## src/rtl/libhdl_ocmem_arb2.sv

```systemverilog
`default_nettype none
// ============================================================================
// Module      : libhdl_ocmem_arb2
// Description : Two-requester round-robin arbiter that shares one port of an
//               on-chip memory. Each requester issues valid/ready commands
//               (read or write). The accepted command is registered onto the
//               memory port. Read data is routed back to the requester that
//               issued the read, a fixed RDLAT cycles after the memory sees
//               the address. Writes get no response.
// Parameters  : W      data width
//               D      memory depth in words (address width = $clog2(D))
//               RDLAT  memory read latency in cycles, 1..2
// Ports       : i_clk / i_rst                  clock, synchronous active-high reset
//               i_reqN_valid / o_reqN_ready    command handshake, requester N
//               i_reqN_we/_addr/_wdata         command payload, requester N
//               o_rspN_valid / o_rspN_rdata    read response, requester N
//               o_mem_we/_addr/_wdata          registered memory command
//               i_mem_rdata                    memory read data
// Revision    : 1.0  initial release
// ============================================================================
module libhdl_ocmem_arb2 #(
    parameter int W     = 32,
    parameter int D     = 1024,
    parameter int RDLAT = 1
) (
    input  logic                 i_clk,
    input  logic                 i_rst,

    // requester 0
    input  logic                 i_req0_valid,
    output logic                 o_req0_ready,
    input  logic                 i_req0_we,
    input  logic [$clog2(D)-1:0] i_req0_addr,
    input  logic [W-1:0]         i_req0_wdata,
    output logic                 o_rsp0_valid,
    output logic [W-1:0]         o_rsp0_rdata,

    // requester 1
    input  logic                 i_req1_valid,
    output logic                 o_req1_ready,
    input  logic                 i_req1_we,
    input  logic [$clog2(D)-1:0] i_req1_addr,
    input  logic [W-1:0]         i_req1_wdata,
    output logic                 o_rsp1_valid,
    output logic [W-1:0]         o_rsp1_rdata,

    // memory port
    output logic                 o_mem_we,
    output logic [$clog2(D)-1:0] o_mem_addr,
    output logic [W-1:0]         o_mem_wdata,
    input  logic [W-1:0]         i_mem_rdata
);

    localparam int c_AW   = $clog2(D);
    // One stage covers the command register, RDLAT more cover the memory.
    localparam int c_PIPE = RDLAT + 1;

    // ------------------------------------------------------------------------
    // Arbitration
    // ------------------------------------------------------------------------
    logic              w_grant0;
    logic              w_grant1;
    logic              w_accept;
    logic              w_cmd_we;
    logic [c_AW-1:0]   w_cmd_addr;
    logic [W-1:0]      w_cmd_wdata;
    logic              w_push_vld;
    logic              w_push_id;

    // Identity of the requester granted most recently (1 = requester 1).
    // Resets to 1 so that the first tie after reset goes to requester 0.
    logic              r_last_grant;

    always_comb begin
        w_grant0 = 1'b0;
        w_grant1 = 1'b0;
        if (!i_rst) begin
            if (i_req0_valid && i_req1_valid) begin
                // Tie: the requester that was not served last wins.
                w_grant0 = r_last_grant;
                w_grant1 = ~r_last_grant;
            end else begin
                w_grant0 = i_req0_valid;
                w_grant1 = i_req1_valid;
            end
        end
    end

    // A grant is only ever given to a valid requester, so a grant is an accept.
    assign w_accept     = w_grant0 | w_grant1;
    assign o_req0_ready = w_grant0;
    assign o_req1_ready = w_grant1;

    // Payload of the granted requester.
    assign w_cmd_we    = w_grant1 ? i_req1_we    : i_req0_we;
    assign w_cmd_addr  = w_grant1 ? i_req1_addr  : i_req0_addr;
    assign w_cmd_wdata = w_grant1 ? i_req1_wdata : i_req0_wdata;

    always_ff @(posedge i_clk) begin
        if (i_rst) begin
            r_last_grant <= 1'b1;
        end else if (w_accept) begin
            r_last_grant <= w_grant1;
        end
    end

    // ------------------------------------------------------------------------
    // Command register onto the memory port
    // ------------------------------------------------------------------------
    logic              r_mem_we;
    logic [c_AW-1:0]   r_mem_addr;
    logic [W-1:0]      r_mem_wdata;

    // Address and data are only reloaded on an accept; in idle cycles they
    // keep their last values so the memory inputs do not toggle needlessly.
    // The write enable is cleared every idle cycle so no write is repeated.
    always_ff @(posedge i_clk) begin
        if (i_rst) begin
            r_mem_we    <= 1'b0;
            r_mem_addr  <= '0;
            r_mem_wdata <= '0;
        end else if (w_accept) begin
            r_mem_we    <= w_cmd_we;
            r_mem_addr  <= w_cmd_addr;
            r_mem_wdata <= w_cmd_wdata;
        end else begin
            r_mem_we    <= 1'b0;
        end
    end

    assign o_mem_we    = r_mem_we;
    assign o_mem_addr  = r_mem_addr;
    assign o_mem_wdata = r_mem_wdata;

    // ------------------------------------------------------------------------
    // Response tag pipeline
    // ------------------------------------------------------------------------
    // Every cycle pushes one tag: a read accept pushes valid=1 with the
    // requester id, anything else pushes valid=0. The tag leaves the last
    // stage exactly when the memory presents the matching read data, so the
    // data itself can be forwarded combinationally.
    logic [c_PIPE-1:0] r_tag_vld;
    logic [c_PIPE-1:0] r_tag_id;
    logic              w_rsp_vld;
    logic              w_rsp_id;

    assign w_push_vld = w_accept & ~w_cmd_we;
    assign w_push_id  = w_grant1;

    always_ff @(posedge i_clk) begin
        if (i_rst) begin
            // Dropping in-flight tags guarantees no response after reset.
            r_tag_vld <= '0;
            r_tag_id  <= '0;
        end else begin
            r_tag_vld[0] <= w_push_vld;
            r_tag_id[0]  <= w_push_id;
            for (int i = 1; i < c_PIPE; i++) begin
                r_tag_vld[i] <= r_tag_vld[i-1];
                r_tag_id[i]  <= r_tag_id[i-1];
            end
        end
    end

    assign w_rsp_vld = r_tag_vld[c_PIPE-1];
    assign w_rsp_id  = r_tag_id[c_PIPE-1];

    // A single tag stream feeds both ports, so the two valids are exclusive.
    assign o_rsp0_valid = w_rsp_vld & ~w_rsp_id;
    assign o_rsp1_valid = w_rsp_vld &  w_rsp_id;
    assign o_rsp0_rdata = i_mem_rdata;
    assign o_rsp1_rdata = i_mem_rdata;

endmodule
`default_nettype wire

```

## config.mk

```make
export PLATFORM = sky130hd
export DESIGN_NAME = libhdl_ocmem_arb2
export DESIGN_NICKNAME = d
export VERILOG_FILES = /design/src/rtl/libhdl_ocmem_arb2.sv
export SDC_FILE = /design/constraint.sdc
export NUM_CORES = 1
export LEC_CHECK = 0
export ABC_CLOCK_PERIOD_IN_PS = 4100
export BUFFER_PORTS_ARGS = -buffer_cell sky130_fd_sc_hd__buf_4
export CAP_MARGIN = 20
export CORE_AREA = 2 2 91 93
export CTS_BUF_LIST = sky130_fd_sc_hd__clkbuf_16
export CTS_CLUSTER_DIAMETER = 60
export DETAILED_ROUTE_END_ITERATION = 6
export DIE_AREA = 0 0 93 95
export PLACE_DENSITY_LB_ADDON = 0.05
export RECOVER_POWER = 25
export REMOVE_ABC_BUFFERS = 1
export SLEW_MARGIN = 30
export SYNTH_ARGS = -nofsm -noshare
export SYNTH_HDL_FRONTEND = slang
export SYNTH_SLANG_ARGS = --single-unit
```

## constraint.sdc

```tcl
create_clock -name i_clk -period 4.1 [get_ports i_clk]
set_input_delay 0.205 -clock i_clk [delete_from_list [all_inputs] [get_ports i_clk]]
set_output_delay 0.205 -clock i_clk [all_outputs]
set_load 0.01 [all_outputs]
```

== Word-level counts from Yosys, hierarchy flattened ==
Cells that the tools add are included.

* Word-level logic and storage cells: 23
* Output and inout bits: 111
* Bits in registers: 48
* Input bits: 122

* Reduce and logical (&&, ||, !) cells: 2
* Bitwise operators: 8
* Muxes and demuxes: 7

{| class="wikitable"
|+ Operators by type and width
! kind !! count
|-
| 32-bit two-way mux || 1
|-
| 10-bit two-way mux || 1
|-
| 1-bit two-way mux || 5
|-
| 1-bit NOT || 4
|-
| 1-bit AND || 3
|-
| 2-bit OR reduction || 1
|-
| 1-bit logical AND || 1
|-
| 1-bit OR || 1
|}

== Logic depth before layout (Yosys ltp) ==
* Depth after elaboration: 6
* Gate-level depth with buffers: 6

== Least setup slack after synthesis ==
OpenSTA, ideal clock, no wires.

* Path type: register to register
* From: register r_last_grant
* To: register r_mem_wdata[14] (netlist: o_mem_wdata[14])
* Buffers on the path: 3
* Library setup time: 0.122 ns
* Data arrival time: 1.207 ns
* Setup slack: 2.771 ns
* Stages on the path, launching flop included: 7
* Cell sequence: dfxtp_1 nand2_1 buf_6 and2_4 buf_6 buf_6 a221o_1

* Word-level cells in the longest chain between the ends: 4
* Elaborated cells on any way between the ends: 7

{| class="wikitable"
|+ Ends and longest elaborated chain
! item !! line !! RTL
|-
| start, declared || 72 || <nowiki>logic r_last_grant;</nowiki>
|-
| start signal, assigned || 103 || <nowiki>r_last_grant <= w_grant1;</nowiki>
|-
| 1-bit NOT * || 81 || <nowiki>w_grant1 = ~r_last_grant;</nowiki>
|-
| 1-bit two-way mux * || 78 || <nowiki>if (i_req0_valid && i_req1_valid) begin</nowiki>
|-
| 1-bit two-way mux * || 77 || <nowiki>if (!i_rst) begin</nowiki>
|-
| named net o_req1_ready || 40 || <nowiki>output logic o_req1_ready,</nowiki>
|-
| 32-bit two-way mux or 1-bit OR (tied branches) || 97, 90 ||
|-
| end signal, assigned || 125 || <nowiki>r_mem_wdata <= w_cmd_wdata;</nowiki>
|-
| end, declared || 112 || <nowiki>logic [W-1:0] r_mem_wdata;</nowiki>
|}

The timed path passes the listed nets; every way through them passes the cells marked *.
A chain may end at the register's enable or synchronous reset.

== Worst setup path in the final report ==
* From: register r_last_grant
* To: output port o_req1_ready

* Word-level cells in the longest chain between the ends: 3

{| class="wikitable"
|+ Ends and longest elaborated chain
! item !! line
|-
| 1-bit NOT || 81
|-
| 1-bit two-way mux || 78
|-
| 1-bit two-way mux || 77
|-
| end, declared || 40
|}

Every way passes these cells.

==> impl_summary.txt <==
----------------------------------------------------
[GRT]
  Via count of the first global-routing pass ... 2302
  Antenna violations before repair ... 0
  First-pass GRT wire length ... 15070 µm
  Total gr overflow ... 0
  GRT Overall Usage ... 0.2338
  Pin count of the biggest net entering global routing ... 50

[Pwr]
  Highest ir drop seen on vdd ... 181.8 µV
  Sequential share of power ... 0.421
  Cell leakage power ... 1.622 nW
  Switch share ... 0.2544
  Share of power burned in combinational logic ... 0.200
  NetSw ... 0.3200 mW
  Internal power summed over all cells ... 0.9375 mW
  Pwr dens ... 370.9 nW/µm²
  Clock share of power ... 0.379

[Clock network]
  Maximum level of the CTS H-tree ... 2
  Total setup buffers inserted after CTS ... 0
  Number of hold-repair buffers added at the cts stage ... 0
  Skew-Pair Late Insertion Delay ... 290 ps
  CTS buffer count ... 5
  CTS clk-pin slew, worst paths ... 70 ps
  CTS tree ... built
  # resized after CTS ... 0
  Clock tree root buffer cell ... clkbuf_16
  Maximum clock path buffer count ... 2
  CTS sink cnt ... 48

[Logic synthesis]
  Avg Synthesized Cell Area ... 9.358 µm²
  Number of standard cells after synthesis ... 286
  Area share of the largest cell type after synthesis ... 0.3590
  Multiplexer fraction of the synthesized cell area ... 0
  Dominant combinational cell family by area after synthesis ... compound AO/OA/AOI/OAI gates
  Cell taking the most area after synthesis ... dfxtp_1
  Number of synthesized register bits ... 48
  Dominant register cell in the synthesized netlist ... dfxtp_1
  Xor and xnor area share after synthesis ... 0
  Async SR Flop Fraction ... 0
  Commonest cells in the synthesized netlist ... buf_4, dfxtp_1, inv_1
  Sequential fraction of the synthesis area ... 0.3590
  Post-synth EDFFs ... 0
  Post-synthesis simple-gate area fraction ... 0.03880
  Yosys cell types ... 21
  Fraction of the mapped netlist area in adder cells ... 0
  Count leader, synth ... buf_4
  Top cells by area in the synthesized netlist ... dfxtp_1, buf_4, a221o_1, a2111oi_0, inv_1
  Share of the synthesized area in compound gates (AO/OA/AOI/OAI) ... 0.3020
  Synth Warn # ... 0
  Mapped cell area ... 2676 µm²

[Worst setup path]
  Maximum fanout along the worst path ... 43
  CP startpoint kind ... flop
  Required time at the endpoint of the critical path ... 3890 ps
  Kind of end point of the critical path ... output port
  Kind of critical path ... flop to output port
  Critical path data arrival time ... approximately 2100 ps

[Final layout]
  Number of nets in the final layout ... 462
  Share of cells above drive strength 1 ... 0.4428
  Synthesis-to-layout area growth ... 26.69%
  Area occupied by registers ... 960.9 µm²
  Area of combinational cells with multiple inputs ... ~920 µm²
  Number of inserted filler cells in the final layout ... 843
  Total inserted antenna cells ... 0

[Drt]
  Via-per-instance ratio ... 5.296
  Total via count in the routed design ... 2362
  Total length of routed wires ... 10660 µm
  Wire length per cell after detailed routing ... 23.89 µm
  Number of search-and-repair iterations in the first detailed-routing pass ... 4
  Remaining design rule violation count ... 0
  Number of DRC violations after detailed-routing iteration 0 ... 96
  Number of nets still failing antenna checks after routing ... 0

[Place]
  Count of buffers from port buffering ... ~140
  HPWL Detailed ... 7868 µm
  Global placer's final weighted congestion ... around 0.78

[Die]
  Initial core utilization ... 0.3376
  Ports ... 233
  Die Span X ... 93 µm
  FP Rows ... 33
  Vertical extent of the die ... 95 µm
  Floorplan die area ... 8835 µm²
  CORE AREA ... 7928 µm²

[Timing]
  Minimum period implied by the final worst setup slack ... approximately 2300 ps
  Worst hold slack after final layout ... 134.9 ps
  Maximum frequency from static timing analysis ... 0.4308 GHz
  Slew Limit Fails ... 0
  Setup total negative slack ... 0 ps
  Worst Clk Skew ... 8.072 ps
  Count of final hold-check violations ... 0
  Worst relative slew slack ... 0.6427
  Final setup violation count ... 0
  Actual transition at the worst max-transition pin ... 536.0 ps
  Unrepaired setup endpoints after global routing ... false
  Final worst-path cycle share ... 0.5661

[Min path]
  Worst hold path class ... input port to flop

[Outcome]
  Status ... completed

[Job]
  Max-cap violations ... 0

----------------------------------------------------
-- logic make-up after synthesis --
kind of cell           count (synthesis)
AND/OR/NAND/NOR                       16
AO/OA/AOI/OAI                         87
buffers and inverters                135
flip-flops                            48
-- routing by layer --
layer	GRT usage	share of wire	vias to the layer above	routed length, µm
met5	0.07143	0.0055	-	59
met3	0.1891	0.18	8	1951
li1	-	-	1099	-
met2	0.3611	0.45	179	4745
met4	0.03799	0.0047	2	50
met1	0.2495	0.36	1074	3850
-- power groups by stage --
stage	logic, mW	registers [mW]	clock network, mW
floorplan	0.0717	0.554	0
global placement	0.252	0.540	0
detailed placement	0.254	0.539	0
CTS	0.254	0.530	0.484
global route	0.273	0.535	0.503
finish	0.252	0.530	0.476
-- per-stage QoR --
step                      cells  utilization  power, mW  setup slack (ps)  instance area (µm²)
after floorplan             194            -     0.6256              2251                 2034
after global placement      438       0.4059     0.7920              2052                 3218
after detailed placement    438       0.4059     0.7926              2052                 3218
after CTS                   446       0.4277      1.267              1777                 3391
after global routing        446       0.4277      1.311              1611                 3391
final                       446       0.4277      1.257              1779                 3391
-- path summary, 6_finish.rpt --
check / start / end / slack [ps] / cells after the start
max reg2reg: r_last_grant / o_mem_addr[4] / 2160 / 4
min reg2reg: r_tag_vld[0] / r_tag_vld[1] / 440 / 1
min: i_req1_addr[6] / o_mem_addr[6] / 130 / 2
max: r_last_grant / o_req1_ready / 1780 / 4
-- cell usage in the layout (no fill, tap or decap) --
| cell type | count |
|---|---|
| inv_1 | 43 |
| dfxtp_1 | 48 |
| nor2_2 | 1 |
| buf_4 | 139 |
| a21boi_0 | 1 |
| and3_1 | 2 |
| a2111oi_0 | 42 |
| nand2b_1 | 1 |
| clkinv_4 | 2 |
| nor2_1 | 1 |
| and2_1 | 2 |
| o21ai_0 | 1 |
| clkbuf_16 | 5 |
| o21a_1 | 1 |
| nor4_1 | 1 |
| nor3_4 | 1 |
| nand2_1 | 2 |
| a221o_1 | 42 |
| nor2b_4 | 1 |
| and2_4 | 1 |
| nor2b_1 | 3 |
| bufinv_16 | 1 |
-- critical path, cell delays in order (launching register included) --
cell and delay, ps:
dfxtp_1 320, nand2_1 280, buf_4 420, and2_4 570, buf_4 220
-- cell type report --
class                   count  share of cell area
flip-flops and latches     48              0.2834
clock buffers               5             0.03690
well taps                 105             0.03875
clock inverters             3             0.01402
inverters                  43             0.04760
multi-input cells         103              0.2716
repair buffers            139              0.3077
-- flip-flops by register name (all words and copies together) (netlist names) --
signal        count
o_mem_addr       10
o_mem_wdata      32
o_mem_we          1
r_last_grant      1
r_tag_id          2
r_tag_vld         2
Power figures use the tool's default switching activity.
